`src/rtl/oled_scanner_pkg.sv`:
```
// Shared geometry, state encoding and address helper for the CHIP-8 to SSD1306 scanner.
package oled_scanner_pkg;

    localparam int unsigned SCREEN_W      = 64;
    localparam int unsigned SCREEN_H      = 32;
    localparam int unsigned BYTES_PER_ROW = 8;
    localparam int unsigned OLED_PAGES    = 8;
    localparam int unsigned OLED_COLS     = 128;

    localparam int unsigned ROWS_PER_PAGE = SCREEN_H / OLED_PAGES;
    localparam int unsigned BUF_DEPTH     = ROWS_PER_PAGE * BYTES_PER_ROW;
    localparam int unsigned ADDR_W        = 16;
    localparam int unsigned DATA_W        = 8;
    localparam int unsigned IDX_W         = $clog2(BUF_DEPTH);
    localparam int unsigned COL_W         = $clog2(OLED_COLS);
    localparam int unsigned PAGE_W        = $clog2(OLED_PAGES);
    localparam int unsigned X_W           = $clog2(SCREEN_W);

    typedef enum logic [2:0] {
        ST_IDLE,
        ST_FETCH_ADDR,
        ST_FETCH_DATA,
        ST_EMIT,
        ST_DONE
    } state_t;

    // One OLED page covers 32 consecutive framebuffer bytes, so page*32+idx is a plain concat.
    function automatic logic [ADDR_W-1:0] fb_addr(input logic [ADDR_W-1:0] base,
                                                  input logic [PAGE_W-1:0] page,
                                                  input logic [IDX_W-1:0]  idx);
        return base + ADDR_W'({page, idx});
    endfunction

endpackage

```
`src/rtl/oled_page_buf.sv`:
```
// 32x8 page buffer (four CHIP-8 rows) with a combinational 2x-scaled SSD1306 column read.
module oled_page_buf
    import oled_scanner_pkg::*;
(
    input  logic              clk,
    input  logic              wr_en,
    input  logic [IDX_W-1:0]  wr_idx,
    input  logic [DATA_W-1:0] wr_data,
    input  logic [X_W-1:0]    rd_x,
    output logic [DATA_W-1:0] rd_byte_c
);

    logic [DATA_W-1:0] mem [BUF_DEPTH];

    always_ff @(posedge clk) begin
        if (wr_en) begin
            mem[wr_idx] <= wr_data;
        end
    end

    // Output bit pairs (2r, 2r+1) both show row r of the page: vertical doubling.
    always_comb begin
        rd_byte_c = '0;
        for (int k = 0; k < DATA_W; k++) begin
            rd_byte_c[k] = mem[{2'(k >> 1), rd_x[5:3]}][~rd_x[2:0]];
        end
    end

endmodule

```
`src/rtl/oled_scanner.sv`:
```
// Scans the CHIP-8 framebuffer page by page and streams 2x-scaled SSD1306 column bytes.
module oled_scanner
    import oled_scanner_pkg::*;
#(
    parameter logic [ADDR_W-1:0] screen_start = 16'h0100
) (
    input  logic              clk,
    input  logic              rst_n,
    input  logic              start,
    output logic              busy,
    output logic              frame_done,
    input  logic              mem_grant,
    output logic              mem_read,
    output logic [ADDR_W-1:0] mem_addr,
    input  logic [DATA_W-1:0] mem_read_byte,
    output logic              out_valid,
    input  logic              out_ready,
    output logic [DATA_W-1:0] out_byte,
    output logic              out_first
);

    state_t              state;
    logic [PAGE_W-1:0]   page;
    logic [IDX_W-1:0]    idx;
    logic [COL_W-1:0]    col;
    logic [X_W-1:0]      rd_x_c;
    logic [DATA_W-1:0]   col_byte_c;

    // The strobe must follow this cycle's grant, so it cannot be registered.
    assign mem_read = (state == ST_FETCH_ADDR) && mem_grant;

    // Look ahead to the column that will be presented after a handshake.
    assign rd_x_c = col[COL_W-1:1] + X_W'(out_valid & col[0]);

    oled_page_buf u_page_buf (
        .clk       (clk),
        .wr_en     (state == ST_FETCH_DATA),
        .wr_idx    (idx),
        .wr_data   (mem_read_byte),
        .rd_x      (rd_x_c),
        .rd_byte_c (col_byte_c)
    );

    always_ff @(posedge clk) begin
        if (!rst_n) begin
            state      <= ST_IDLE;
            busy       <= 1'b0;
            frame_done <= 1'b0;
            out_valid  <= 1'b0;
            out_first  <= 1'b0;
            mem_addr   <= '0;
            out_byte   <= '0;
            page       <= '0;
            idx        <= '0;
            col        <= '0;
        end else begin
            frame_done <= 1'b0;
            case (state)
                ST_IDLE: begin
                    if (start) begin
                        page     <= '0;
                        idx      <= '0;
                        busy     <= 1'b1;
                        mem_addr <= fb_addr(screen_start, '0, '0);
                        state    <= ST_FETCH_ADDR;
                    end
                end
                ST_FETCH_ADDR: begin
                    if (mem_grant) begin
                        state <= ST_FETCH_DATA;
                    end
                end
                ST_FETCH_DATA: begin
                    if (idx == IDX_W'(BUF_DEPTH - 1)) begin
                        col   <= '0;
                        state <= ST_EMIT;
                    end else begin
                        idx      <= IDX_W'(idx + 1'b1);
                        mem_addr <= fb_addr(screen_start, page, IDX_W'(idx + 1'b1));
                        state    <= ST_FETCH_ADDR;
                    end
                end
                ST_EMIT: begin
                    // First cycle of a page loads the byte; out_valid rises with it.
                    if (!out_valid) begin
                        out_valid <= 1'b1;
                        out_byte  <= col_byte_c;
                        out_first <= (page == '0) && (col == '0);
                    end else if (out_ready) begin
                        out_first <= 1'b0;
                        if (col != COL_W'(OLED_COLS - 1)) begin
                            col      <= COL_W'(col + 1'b1);
                            out_byte <= col_byte_c;
                        end else begin
                            out_valid <= 1'b0;
                            if (page != PAGE_W'(OLED_PAGES - 1)) begin
                                page     <= PAGE_W'(page + 1'b1);
                                idx      <= '0;
                                mem_addr <= fb_addr(screen_start, PAGE_W'(page + 1'b1), '0);
                                state    <= ST_FETCH_ADDR;
                            end else begin
                                busy       <= 1'b0;
                                frame_done <= 1'b1;
                                state      <= ST_DONE;
                            end
                        end
                    end
                end
                ST_DONE: begin
                    state <= ST_IDLE;
                end
                default: begin
                    state <= ST_IDLE;
                end
            endcase
        end
    end

endmodule

```
`config.mk`:
```
export PLATFORM = sky130hd
export DESIGN_NAME = oled_scanner
export DESIGN_NICKNAME = d
export VERILOG_FILES = /design/src/rtl/oled_scanner_pkg.sv /design/src/rtl/oled_page_buf.sv /design/src/rtl/oled_scanner.sv
export SDC_FILE = /design/constraint.sdc
export NUM_CORES = 1
export LEC_CHECK = 0
export CORE_MARGIN = 4
export CORE_UTILIZATION = 30
export DETAILED_ROUTE_END_ITERATION = 6
export GPL_TIMING_DRIVEN = 1
export PLACE_DENSITY_LB_ADDON = 0.12
export SLEW_MARGIN = 25
export SYNTH_ARGS = -nofsm -noshare
export SYNTH_HDL_FRONTEND = slang
export SYNTH_SLANG_ARGS = --single-unit
```
`constraint.sdc`:
```
create_clock -name clk -period 3.05 [get_ports clk]
set_input_delay 0.61 -clock clk [delete_from_list [all_inputs] [get_ports clk]]
set_output_delay 0.61 -clock clk [all_outputs]
set_load 0.05 [all_outputs]
```
==> out/summary.txt, run 1 <==
Worst slew pin tran: 0.822 ns
Clock-pin transition on the worst setup and hold timing paths: 0.06 ns
Top cells by area, synth: sky130_fd_sc_hd__edfxtp_1, sky130_fd_sc_hd__nand2_1, sky130_fd_sc_hd__dfxtp_1
H-tree depth: 2
FILL cells: 4302
Number of antenna violations at the first check in global routing: 0
Post-detail-place hpwl: 24.8 mm
Post-place instance area: 14600 µm²
Max-cap viol count: 0
Area added between synthesis and finish: 19.0%
Number of storage elements in the synthesis netlist: 291
FFs w/ async S/R, synth: 0%
Number of nets in the layout: 1232
Height of the die: 218 µm
DR iter-0 viols: 625
Pre-CTS worst setup slack: 0.107 ns
Number of setup violations in the final report: 0
Final ANT Viol Nets: 0
Leading register cell type out of synthesis: sky130_fd_sc_hd__edfxtp_1
Total Neg Setup Slack: 0 ns
Post-DR vias/cell: 5.02
Total clock buffers created by CTS: 35
Hold WS: 0.452 ns
Total via count after detailed routing: 9113
Arrival time worst endpoint: 3.22 ns
Post-synthesis instance total: 1124
Via count of the first global-routing pass: 9026
Fraction of post-synthesis cell area in the top cell type by area: 58.0%
Syn Std Cell Area: 13300 µm²
Critical Path RT: 3.50 ns
Startpoint type of the worst setup path: flop
RSZ-0062 raised after global routing: false
Number of pins exceeding their max-slew limit in the final report: 0
Gr usage total: 15.8%
Shortest period the worst path allows: 2.77 ns
Total number of yosys warnings: 0
Horiz. Die Dim: 218 µm
Min setup slack post-route: 0.278 ns
Clock tree root driver cell: sky130_fd_sc_hd__clkbuf_16
Capturing element type of the critical path: flop
Buffers from clock root to sink, at most: 3
Share of post-route cells with drive strength above 1: 13.4%
Routed wire length: 38.3 mm
Number of cells traversed by the worst hold path: 2
Distinct cells, synth: 67
Row count: 76
TritonCTS clock tree: done
Rel. slew slack: 45.1%
Largest area contributor in the netlist: sky130_fd_sc_hd__edfxtp_1
Cell total after placement: 1754
Layout Cells excl Fill: 1816
Sequential area share after synthesis: 63.3%
Count of endpoints failing hold in the final timing report: 0
DRC viols: 0
Detailed-router iteration count before antenna repair: 5
Post-route clock skew: 0.0109 ns
Worst setup path class: reg2reg
Antenna diodes: 0
EDFF count, synth: 256
Placeable Area: 43400 µm²
Power density normalized to cell area: 557 nW/µm²
Worst hold-check path type: reg2reg
Largest net degree at the start of global routing: 135
Crit-path max FO: 33
Final period utilization: 90.9%
IR drop worst, VDD: 0.376 mV
Reg2Reg Depth: 9
Fmax achieved: 361 MHz
Insertion delay of the later-clocked pin in the worst-skew pair: 0.52 ns
Cell area after layout: 15800 µm²
Number of port buffers: 34
RD Place Congestion: 0.775
Run status: completed
Residual overflow from global routing: 0
Per-cell routed wire length: 21.1 µm
First-pass GRT wire length: 57.3 mm
Full die area: 47600 µm²
Leak Pwr: 0.00532 µW
Initial standard-cell utilization of the core: 30.6%
Synth Area per Inst: 11.8 µm²
Num ports: 42
Sinks on the clock net: 291
-- logic make-up after synthesis --
group / count (synthesis) / synth area share (%)
AND/OR/NAND/NOR: 474 / 17.3
adder cells (fa/ha/maj): 12 / 1.13
buffers and inverters: 87 / 3.56
XOR/XNOR: 11 / 0.982
AO/OA/AOI/OAI: 223 / 10.8
other: 1 / 0.0283
multiplexers: 25 / 2.82
flip-flops: 291 / 63.3
-- cells in the mapped netlist, drive strengths merged (17+ instances only) --
master and instances:
dfxtp 35, edfxtp 256, o22ai 17, nor2 72
nand2 192, a211oi 17, buf 47, and3 30
o21ai 17, a21oi 103, clkbuf 30, nand2b 68
nand3 59
-- placed cells by master, fill, tap and decap left out, drive strengths merged, types with 14 or more instances in the layout --
cell	Yosys	layout
a211oi	17	17
edfxtp	256	256
a21oi	103	103
nand3	59	60
nand4	14	14
nand2	192	192
dfxtp	35	35
clkbuf	30	50
buf	47	83
nor2	72	72
o22ai	17	17
nand2b	68	68
clkdlybuf4s50	0	33
mux2i	16	16
o21ai	17	17
and3	30	30
o211ai	16	16
-- final timing paths --
| kind | slack [ns] | to | startpoint |
|---|---|---|---|
| setup / recovery | 0.28 | out_byte[1] | col[0] |
| hold / removal | 0.45 | mem_addr[3] | mem_addr[3] |
| setup reg to reg | 0.28 | out_byte[1] | col[0] |
| hold reg to reg | 0.45 | mem_addr[3] | mem_addr[3] |
-- area by class of cell --
| type | instances | area, µm² | share of cell area (%) |
|---|---|---|---|
| Clock buffer | 50 | 982 | 6.23 |
| Clock inverter | 11 | 129 | 0.818 |
| Tap cell | 585 | 732 | 4.64 |
| Inverter | 10 | 37.5 | 0.238 |
| Timing Repair Buffer | 116 | 1040 | 6.60 |
| Sequential cell | 291 | 8390 | 53.3 |
| Multi-Input combinational cell | 753 | 4450 | 28.2 |
-- state kept, by name, summed over array words and instances (netlist names) --
| name | count |
|---|---|
| busy | 1 |
| idx | 5 |
| page | 3 |
| out_first | 1 |
| out_byte | 4 |
| out_valid | 1 |
| u_page_buf.mem | 256 |
| mem_addr | 9 |
| state | 3 |
| col | 7 |
| frame_done | 1 |
-- what timing repair did --
action                     4_1_cts  5_1_grt
gates resized for setup          0        4
setup endpoints to repair        0        3
buffers inserted                 0        0
hold buffers                     0        0
-- critical path: stages (launching register included) --
cell                      delay, ns
sky130_fd_sc_hd__dfxtp_1       0.30
sky130_fd_sc_hd__and2_1        0.15
sky130_fd_sc_hd__ha_1          0.22
sky130_fd_sc_hd__buf_4         0.21
sky130_fd_sc_hd__a21o_4        0.32
sky130_fd_sc_hd__nand2_4       0.38
sky130_fd_sc_hd__nand2_1       0.09
sky130_fd_sc_hd__and3_1        0.19
sky130_fd_sc_hd__o41ai_1       0.55
sky130_fd_sc_hd__and4_1        0.27
-- per-stage QoR --
| stage | util, % | power, µW |
|---|---|---|
| after floorplan | - | 4650 |
| after global placement | 33.7 | 4800 |
| after detailed placement | 33.7 | 4800 |
| after CTS | 36.3 | 8910 |
| after global routing | 36.3 | 9110 |
| final | 36.3 | 8780 |
-- routing by layer --
metal / routed length, µm / GRT usage [%] / vias up
met5: 0 / 0 / -
met4: 750 / 3.83 / 0
met3: 1410 / 2.47 / 49
met2: 17800 / 25.3 / 162
met1: 18300 / 22.6 / 4579
li1: - / - / 4323
-- report_power, final --
group          switching [µW]  internal, µW  leakage (µW)  total (µW)
registers                24.8          4350       0.00259        4380
clock network            1590          2490      0.000544        4070
logic                     235          97.7       0.00219         333
Note: power is estimated with default switching activity, not from simulation.
==> inputs of run 2 (changes only) <==
--- a/config.mk
+++ b/config.mk
@@ -9,6 +9,7 @@
 export CORE_UTILIZATION = 30
 export DETAILED_ROUTE_END_ITERATION = 6
 export GPL_TIMING_DRIVEN = 1
+export HOLD_SLACK_MARGIN = 0.03
 export PLACE_DENSITY_LB_ADDON = 0.12
 export SLEW_MARGIN = 25
 export SYNTH_ARGS = -nofsm -noshare
==> results of run 2 <==
No change in the layout: final DEF, timing and power equal those of run 1.
==> inputs of run 3 (changes only) <==
--- a/config.mk
+++ b/config.mk
@@ -11,6 +11,7 @@
 export GPL_TIMING_DRIVEN = 1
 export HOLD_SLACK_MARGIN = 0.03
 export PLACE_DENSITY_LB_ADDON = 0.12
+export SKIP_CTS_REPAIR_TIMING = 1
 export SLEW_MARGIN = 25
 export SYNTH_ARGS = -nofsm -noshare
 export SYNTH_HDL_FRONTEND = slang
==> results of run 3 <==
No change in the layout: final DEF, timing and power equal those of run 1.
